==> src/rtl/led_pkg.sv <==
// Shared types, LED seed constants and pattern stepping for the LED sequencer.
package led_pkg;

  typedef enum logic [1:0] {
    MODE_OFF    = 2'd0,
    MODE_BLINK  = 2'd1,
    MODE_CHASE  = 2'd2,
    MODE_BOUNCE = 2'd3
  } mode_t;

  typedef enum logic {
    ST_IDLE = 1'b0,
    ST_RUN  = 1'b1
  } state_t;

  localparam logic [7:0] LED_ALL_OFF = 8'h00;
  localparam logic [7:0] LED_ALL_ON  = 8'hFF;
  localparam logic [7:0] LED_SEED    = 8'h01;

  typedef struct packed {
    logic [7:0] led;
    logic       dir_right;
  } pat_t;

  function automatic logic [7:0] seed_for(input mode_t m);
    logic [7:0] s;
    case (m)
      MODE_BLINK:  s = LED_ALL_ON;
      MODE_CHASE:  s = LED_SEED;
      MODE_BOUNCE: s = LED_SEED;
      default:     s = LED_ALL_OFF;
    endcase
    return s;
  endfunction

  // BOUNCE flips direction on the step that leaves an end, so each end value
  // is displayed for exactly one step.
  function automatic pat_t next_pattern(input mode_t m, input logic [7:0] cur,
                                        input logic dir_right);
    pat_t n;
    n.led       = cur;
    n.dir_right = dir_right;
    case (m)
      MODE_BLINK: n.led = ~cur;
      MODE_CHASE: n.led = {cur[6:0], cur[7]};
      MODE_BOUNCE: begin
        if (!dir_right) begin
          if (cur[7]) begin
            n.led       = cur >> 1;
            n.dir_right = 1'b1;
          end else begin
            n.led = cur << 1;
          end
        end else begin
          if (cur[0]) begin
            n.led       = cur << 1;
            n.dir_right = 1'b0;
          end else begin
            n.led = cur >> 1;
          end
        end
      end
      default: n.led = LED_ALL_OFF;
    endcase
    return n;
  endfunction

endpackage

==> src/rtl/led_tick_gen.sv <==
// Base-tick prescaler: one tick every TICK_DIV enabled cycles, restarted by clear.
module led_tick_gen
  import led_pkg::*;
#(
  parameter int unsigned TICK_DIV = 4
) (
  input  logic clk,
  input  logic rst,
  input  logic clear,
  input  logic enable,
  output logic tick
);

  localparam int unsigned CNT_W = (TICK_DIV > 1) ? $clog2(TICK_DIV) : 1;
  localparam logic [CNT_W-1:0] LAST = CNT_W'(TICK_DIV - 1);

  logic [CNT_W-1:0] cnt;

  always_ff @(posedge clk or negedge rst) begin
    if (!rst) begin
      cnt <= '0;
    end else if (clear) begin
      cnt <= '0;
    end else if (enable) begin
      cnt <= (cnt == LAST) ? '0 : cnt + 1'b1;
    end
  end

  assign tick = enable && !clear && (cnt == LAST);

endmodule

==> src/rtl/led_seq_ctrl.sv <==
// LED bank sequencer: latches mode/period over a valid/ready handshake and
// steps the selected pattern every TICK_DIV*period cycles while running.
module led_seq_ctrl
  import led_pkg::*;
#(
  parameter int unsigned TICK_DIV = 4,
  parameter int unsigned PERIOD_W = 8
) (
  input  logic                clk,
  input  logic                rst,
  input  logic                cfg_valid,
  output logic                cfg_ready,
  input  logic [1:0]          cfg_mode,
  input  logic [PERIOD_W-1:0] cfg_period,
  input  logic                start,
  input  logic                stop,
  output logic [7:0]          LED,
  output logic                busy,
  output logic                step_done
);

  state_t              state;
  mode_t               mode_q;
  logic [PERIOD_W-1:0] period_q;
  logic [PERIOD_W-1:0] step_cnt;
  logic                dir_right;

  logic  cfg_take;
  mode_t mode_eff;
  logic  go;
  logic  halt;
  logic  tick_clear;
  logic  tick_en;
  logic  tick;
  logic  step;
  pat_t  nxt;

  assign cfg_ready = (state == ST_IDLE);
  assign busy      = (state == ST_RUN);

  assign cfg_take = cfg_valid && cfg_ready;
  // A config offered together with start seeds the run it starts.
  assign mode_eff = cfg_take ? mode_t'(cfg_mode) : mode_q;

  assign go         = (state == ST_IDLE) && start && !stop;
  assign halt       = (state == ST_RUN) && stop;
  assign tick_clear = (state != ST_RUN) || stop;
  assign tick_en    = (state == ST_RUN);

  led_tick_gen #(
    .TICK_DIV (TICK_DIV)
  ) u_tick (
    .clk    (clk),
    .rst    (rst),
    .clear  (tick_clear),
    .enable (tick_en),
    .tick   (tick)
  );

  assign step = tick && (step_cnt == period_q - 1'b1);
  assign nxt  = next_pattern(mode_q, LED, dir_right);

  always_ff @(posedge clk or negedge rst) begin
    if (!rst) begin
      mode_q   <= MODE_OFF;
      period_q <= PERIOD_W'(1);
    end else if (cfg_take) begin
      mode_q   <= mode_t'(cfg_mode);
      period_q <= (cfg_period == '0) ? PERIOD_W'(1) : cfg_period;
    end
  end

  always_ff @(posedge clk or negedge rst) begin
    if (!rst) begin
      state <= ST_IDLE;
    end else begin
      case (state)
        ST_IDLE: if (go)   state <= ST_RUN;
        ST_RUN:  if (halt) state <= ST_IDLE;
        default:           state <= ST_IDLE;
      endcase
    end
  end

  always_ff @(posedge clk or negedge rst) begin
    if (!rst) begin
      step_cnt <= '0;
    end else if (tick_clear) begin
      step_cnt <= '0;
    end else if (tick) begin
      step_cnt <= step ? '0 : step_cnt + 1'b1;
    end
  end

  always_ff @(posedge clk or negedge rst) begin
    if (!rst) begin
      LED       <= LED_ALL_OFF;
      dir_right <= 1'b0;
      step_done <= 1'b0;
    end else begin
      step_done <= 1'b0;
      if (go) begin
        LED       <= seed_for(mode_eff);
        dir_right <= 1'b0;
      end else if (halt) begin
        LED       <= LED_ALL_OFF;
        dir_right <= 1'b0;
      end else if (step) begin
        LED       <= nxt.led;
        dir_right <= nxt.dir_right;
        step_done <= 1'b1;
      end
    end
  end

endmodule

==> config.mk <==
export PLATFORM = sky130hd
export DESIGN_NAME = led_seq_ctrl
export DESIGN_NICKNAME = d
export VERILOG_FILES = /design/src/rtl/led_pkg.sv /design/src/rtl/led_tick_gen.sv /design/src/rtl/led_seq_ctrl.sv
export SDC_FILE = /design/constraint.sdc
export NUM_CORES = 1
export LEC_CHECK = 0
export BUFFER_PORTS_ARGS = -buffer_cell sky130_fd_sc_hd__buf_2
export CAP_MARGIN = 25
export CORE_AREA = 3 3 59 72
export CTS_CLUSTER_SIZE = 28
export DETAILED_ROUTE_END_ITERATION = 8
export DIE_AREA = 0 0 62 75
export PLACE_DENSITY = 0.76
export SLEW_MARGIN = 10
export SYNTH_ARGS = -nofsm -noshare
export SYNTH_HDL_FRONTEND = slang
export SYNTH_SLANG_ARGS = --single-unit
==> constraint.sdc <==
create_clock -name clk -period 2.6 [get_ports clk]
set_input_delay 0.26 -clock clk [delete_from_list [all_inputs] [get_ports clk]]
set_output_delay 0.26 -clock clk [all_outputs]
set_load 0.01 [all_outputs]
# Word level (Yosys, flattened, before mapping)

Index checks and enable logic that the tools add are counted.

Logic and storage cells: 66
Input bits: 15
Output and inout bits: 11
Flip-flop bits (word level): 31

Bitwise gates (word level): 2
$add $sub $neg: 3
Reduce and logical (&&, ||, !) cells: 17
Equality and inequality tests: 8
Mux-type cells: 28

Operator list:

| kind                  | count |
|---|---|
| $mux W8               | 9 |
| $pmux W8 S3           | 1 |
| $pmux W8 S2           | 1 |
| $mux W1               | 11 |
| $eq A2 B2 Y1 const B  | 5 |
| $mux W9               | 1 |
| $add A8 B1 Y8 const B | 1 |
| $eq A8 B8 Y1          | 1 |
| $logic_not A8 Y1      | 1 |
| $mux W2               | 4 |
| $not A8 Y8            | 1 |
| $sub A8 B1 Y8 const B | 1 |
| $logic_and A1 B1 Y1   | 7 |
| $reduce_bool A3 Y1    | 2 |
| $eq A2 B1 Y1 const B  | 2 |
| $reduce_bool A2 Y1    | 2 |
| $add A2 B1 Y2 const B | 1 |
| $logic_not A1 Y1      | 2 |
| $pmux W1 S2           | 1 |
| $reduce_and A2 Y1     | 1 |
| $reduce_or A2 Y1      | 1 |
| $logic_or A1 B1 Y1    | 1 |
| $not A1 Y1            | 1 |

# Logic depth before layout (Yosys ltp)

Depth after elaboration: 9
Depth in mapped cells: 11
Depth with buffers taken out: 9

# Modules after synthesis

Synthesis repeated with hierarchy kept, for this count alone.

Cell total of the unflattened synthesis: 211
Area, all modules: 1875.5 um2

By module, submodules not included:

| module       | area an instance (um2) | cells each | seq. area each (um2) | times used |
|---|---|---|---|---|
| led_seq_ctrl | 1767.9                 | 201        | 726.9                | 1 |
| led_tick_gen | 107.6                  | 10         | 50.0                 | 1 |

# Worst setup path before layout

OpenSTA, ideal clock, no wires.

Path kind: register to register
Start point: register period_q[0]
End point: register LED[0]
Required time: 2475 ps
Period minus slack after synthesis: 2259 ps
Path buffers: 2
Stages on the path, launching flop included: 11
Arrival: 2134 ps
Library setup time: 125 ps
Path slack: 341 ps
Cells stage by stage: dfstp_2 -> inv_1 -> ha_1 -> buf_2 -> xor2_1 -> o211a_1 -> nor3_2 -> and3_1 -> buf_6 -> nor2_8 -> mux2_4

Longest elaborated chain between the ends: 4

Ends and longest elaborated chain:

| element                      | RTL line            | RTL |
|---|---|---|
| from (decl)                  | led_seq_ctrl.sv:24  | `logic [PERIOD_W-1:0] period_q;` |
| from (signal assigned)       | led_seq_ctrl.sv:69  | `period_q <= (cfg_period == '0) ? PERIOD_W'(1) : cfg_period;` |
| $sub A8 B1 Y8                | led_seq_ctrl.sv:60  | `assign step = tick && (step_cnt == period_q - 1'b1);` |
| $eq A8 B8 Y1                 | led_seq_ctrl.sv:60  |  |
| $logic_and A1 B1 Y1          | led_seq_ctrl.sv:60  |  |
| $reduce_bool A3 Y1 (no line) | --                  |  |
| to (signal assigned)         | led_seq_ctrl.sv:103 | `LED <= seed_for(mode_eff);` |
| to (signal assigned)         | led_seq_ctrl.sv:109 | `LED <= nxt.led;` |
| to (decl)                    | led_seq_ctrl.sv:17  | `output logic [7:0] LED,` |

No other way between the ends.
A chain may end at the register's enable or synchronous reset.

# Worst setup path after layout

Start point: register period_q[0]
End point: register LED[5]

Same word-level chain as after synthesis.

==> results <==
- Walking the worst path, the cells encountered are inv_1, ha_1, xor2_1, o211a_1, nor3_2, and3_2, nor2_8, mux2_4.
- Dividing total power by cell area gives a power density of 627.8 nW/um^2.
- The clock latency reported for the late side of the worst-skew pair is 0.29 ns.
- The longest clock path from root to sink contains 2 buffers.
- Setup repair after global routing left no endpoint under its margin.
- The combinational cell fraction of total power is 26.5%.
- Before antenna repair, the detailed router went through 4 iterations.
- The startpoint identified for the worst register-to-register timing path is period_q[0].
- The number of non-filler instances in the completed layout is 287.
- In this run, the number of DRC markers left after iteration 0 of detailed routing was 70.
- In the routed layout, each cell is associated on average with a via count of 5.892.
- The flow ran to the end, and the final reports show no timing, DRC or antenna violations.
- The gate count of the mapped netlist is 212.
- At the worst endpoint, the arrival time is 2.57 ns.
- The multi-input combinational cells in the finished layout cover a total of 1106 sq um.
- The number of antenna violations at the first check in global routing was 0.
- The die covers 4650 sq um.
- The antenna violation net count after detailed routing is 0.
- The slack of the worst reg-to-reg path is 0.20 ns.
- In this run the worst setup path begins at period_q[0].
- Clock-pin slew was measured on the worst setup and hold paths at 0.07 ns.
- Before CTS, the worst setup slack after placement is 0.08947 ns.
- The power spent charging and discharging nets is 462.7 uW.
- After detailed routing, the number of remaining DRC violations is 0.
- Of the total synthesized cell area, the portion taken by full adders, half adders and majority gates is 1.894%.
- The design internal power is 920.7 uW.
- In this run the clock root is driven by a sky130_fd_sc_hd__clkbuf_8.
- The total global-route track usage is 21.04%.
- In this run the worst path has a maximum fanout of 7.
- The largest family of logic cells by synthesized area is compound AO/OA/AOI/OAI gates.
- Once the clock tree was built, the setup fixing pass inserted 0 buffers.
- At the end of routability-driven placement, the weighted congestion stood at 0.9160.
- The number of port buffers is 25.
- The maximum number of pins on one net before global-route repair is 32.
- The post-detailed-placement half-perimeter wirelength is 3.037 mm.
- In this run the critical register-to-register path is captured at LED[5].
- The total of flip-flops plus latches after synthesis is 31.
- The worst path buffer plus inverter count is 1.
- For the worst flop-to-flop path, the logic depth is 8.
- In the synthesized netlist the dominant register cell turns out to be sky130_fd_sc_hd__dfrtp_1.
- A synthesized cell averages 9.349 sq um.
- For this run, asynchronously set or reset flops after synthesis account for 100.0%.
- The total of warnings raised by yosys is 0.
- The library cells used most frequently in the layout, excluding fill and tap cells, are sky130_fd_sc_hd__dfrtp_1, sky130_fd_sc_hd__nand2_1, sky130_fd_sc_hd__buf_2, sky130_fd_sc_hd__o21ai_0.
- The total count of hold-check failures in the final report is 0.
- After layout, the worst setup slack is 0.2009 ns.
- Setup violations remaining at the end of the flow were counted as 0.
- The type of element launching the critical path is a flop.
- For this run, the top clock speed supported by timing is 416.8 MHz.
- Summing the areas of all compound-gate instances in the mapped netlist gives 20.52% of the synthesized area.
- The path class of the tightest hold or removal check is in -> async.
- For this run, the slowest stage of the critical path takes 0.58 ns.
- Cells fill 60.64% of the core in the end.
- The number of enable flip-flop cells after synthesis is 0.
- The cell family contributing the most delay on the critical path is simple AND/OR/NAND/NOR gates.
- Measured against its own limit, the worst slew margin works out to 54.30%.
- The number of rows created at floorplan is 24.
- The fraction of synthesized cell area in xor and xnor cells is 4.861%.
- The transition time of the tightest slew-check pin is 0.6855 ns.
- The final net count is 252.
- The clock network burns 26.3% of the power.
- The number of global-route vias before repair came to 1554.
- The total placed cells including tap cells is 279.
- The time the final worst path needs with I/O delays and setup is 2.399 ns.
- The critical path is of the reg -> reg type.
- The area of the core region is 3633 sq um.
- The number of vias in the routed layout is 1691.
- The final total negative setup slack is 0 ns.
- Of the total power, the share spent switching nets is 33.44%.
- Between clock sinks in the finished design, the worst skew comes to 0.006020 ns.
- The overall die width is 62 um.
- The CTS tree is done.
- Relative to the synthesized area, the layout overhead comes to 11.17%.
- Synthesis instantiated 59 different standard cells from the library.
- From bottom edge to top edge, the die measures 75 um.
- In the final layout, the share of cells above drive strength 1 is 22.55%.
- The number of maximum-capacitance violations is 0.
- After Yosys synthesis, and, or, nand and nor cells account for 20.01% of the synthesized area.
- The final count of pins violating max slew is 0.
- The final critical-path share of the clock period is 92.27%.
- The mux cell area share after synthesis is 8.460%.
- The critical path runs through a total of 8 cells.
- The sequential cells in the finished layout cover a total of 777.0 sq um.
- Synthesis produced a netlist with a net count of 230.
- The first global-routing pass estimated 7.182 mm of wire.
- The number of top-level pins is 26.
- The initial core utilization is 54.55%.
- The number of diodes is 0.
- Registers are responsible for 47.2% of the overall power.
- The total CTS buffers is 5.
- The clock sink count is 31.
- The worst hold slack after final layout is 0.01194 ns.
- The worst ir drop on vdd is 379.7 uV.
- The required time of the critical path is 2.77 ns.
- The wire length reported by the detailed router is 4.228 mm.
- The sort of element at the end of the critical path is a flop.
- The post-synthesis instance area is 1982 sq um.
- The H-tree generated during clock tree synthesis spans 2 levels.
- Counting the fill cells in the layout gives 329.
- The average wire length per cell after detail routing is 14.73 um.
- The static power due to leakage is 0.0009842 uW.
- The total grt overflow is 0.
- Among all stages on the critical path, the largest delay is contributed by sky130_fd_sc_hd__dfstp_2.
- Leaving out fill and tap cells, the most frequent cell in the layout is sky130_fd_sc_hd__dfrtp_1.
- The sequential fraction of the synthesis area is 39.20%.
-- worst max path at each step --
| stage | end |
|---|---|
| after floorplan | LED[0] |
| after global placement | LED[5] |
| after detailed placement | LED[4] |
| after CTS | LED[5] |
| after global routing | LED[5] |
| final | LED[5] |
-- synth_stat cells (2+ instances only) --
library cell,instances,area [sq um]
sky130_fd_sc_hd__o22ai_1,5,31.28
sky130_fd_sc_hd__a31oi_1,3,18.77
sky130_fd_sc_hd__mux2_4,6,90.09
sky130_fd_sc_hd__nand3_1,6,30.03
sky130_fd_sc_hd__and2_1,2,12.51
sky130_fd_sc_hd__o21ai_1,2,10.01
sky130_fd_sc_hd__o311ai_1,3,26.28
sky130_fd_sc_hd__nand2b_1,3,18.77
sky130_fd_sc_hd__buf_2,2,10.01
sky130_fd_sc_hd__dfrtp_1,30,750.7
sky130_fd_sc_hd__and3_1,2,12.51
sky130_fd_sc_hd__clkbuf_1,7,26.28
sky130_fd_sc_hd__xor2_1,6,52.55
sky130_fd_sc_hd__xnor2_1,5,43.79
sky130_fd_sc_hd__nand2_1,27,101.4
sky130_fd_sc_hd__nor3_1,3,15.01
sky130_fd_sc_hd__nor2_1,9,33.78
sky130_fd_sc_hd__ha_1,3,37.54
sky130_fd_sc_hd__inv_1,10,37.54
sky130_fd_sc_hd__a32oi_1,4,35.03
sky130_fd_sc_hd__nand4_1,4,25.02
sky130_fd_sc_hd__a21oi_1,10,50.05
sky130_fd_sc_hd__o21ai_0,12,60.06
sky130_fd_sc_hd__mux2_2,6,67.56
sky130_fd_sc_hd__nor2b_1,3,18.77
sky130_fd_sc_hd__buf_6,2,22.52
sky130_fd_sc_hd__o2111ai_1,2,17.52
sky130_fd_sc_hd__o21bai_1,2,15.01
sky130_fd_sc_hd__a211oi_1,2,15.01
sky130_fd_sc_hd__a21boi_0,2,15.01
-- worst register-to-register path, cell delays in order, from the launching register on --
cell,delay (ns)
sky130_fd_sc_hd__dfstp_2,0.58
sky130_fd_sc_hd__inv_1,0.07
sky130_fd_sc_hd__ha_1,0.29
sky130_fd_sc_hd__xor2_1,0.18
sky130_fd_sc_hd__o211a_1,0.22
sky130_fd_sc_hd__nor3_2,0.22
sky130_fd_sc_hd__and3_2,0.34
sky130_fd_sc_hd__nor2_8,0.09
sky130_fd_sc_hd__mux2_4,0.30
-- logic make-up after synthesis --
family / count (synthesis)
AO/OA/AOI/OAI: 60
adder cells (fa/ha/maj): 3
multiplexers: 13
flip-flops: 31
buffers and inverters: 22
XOR/XNOR: 11
AND/OR/NAND/NOR: 72
-- power by group through the flow --
stage	combinational, uW	clock (uW)	sequential [uW]
floorplan	275	0	637
global placement	364	0	659
detailed placement	367	0	661
CTS	371	373	653
global route	409	395	668
finish	367	363	653
-- metal layers --
layer	share of wire, %	global-route usage (%)	vias up
met5	0	0	-
met4	2.4	9.670	0
met3	4.0	5.317	8
met2	50	32.60	38
met1	44	27.25	824
li1	-	-	821
-- state kept, by name (all words and copies together), names as in the netlist --
name        cells
step_done       1
LED             8
mode_q          2
dir_right       1
period_q        8
u_tick.cnt      2
step_cnt        8
busy            1
-- through the flow --
step / total power [uW] / area (sq um)
floorplan: 912.0 / 1982
global placement: 1023 / 2121
detailed placement: 1028 / 2121
CTS: 1397 / 2202
global route: 1471 / 2203
finish: 1383 / 2203
-- layout make-up --
| type | count | area share [%] |
|---|---|---|
| Tap cell | 52 | 2.953 |
| Multi-Input combinational cell | 159 | 50.20 |
| Timing Repair Buffer | 26 | 6.019 |
| Inverter | 11 | 1.874 |
| Clock buffer | 7 | 3.464 |
| Sequential cell | 31 | 35.26 |
| Clock inverter | 1 | 0.2271 |
-- what timing repair did --
action / 4_1_cts / 5_1_grt
setup endpoints to repair: 0 / 7
hold buffers: 0 / 0
gates resized for setup: 0 / 1
No activity file was read; power rests on OpenSTA's default activity.
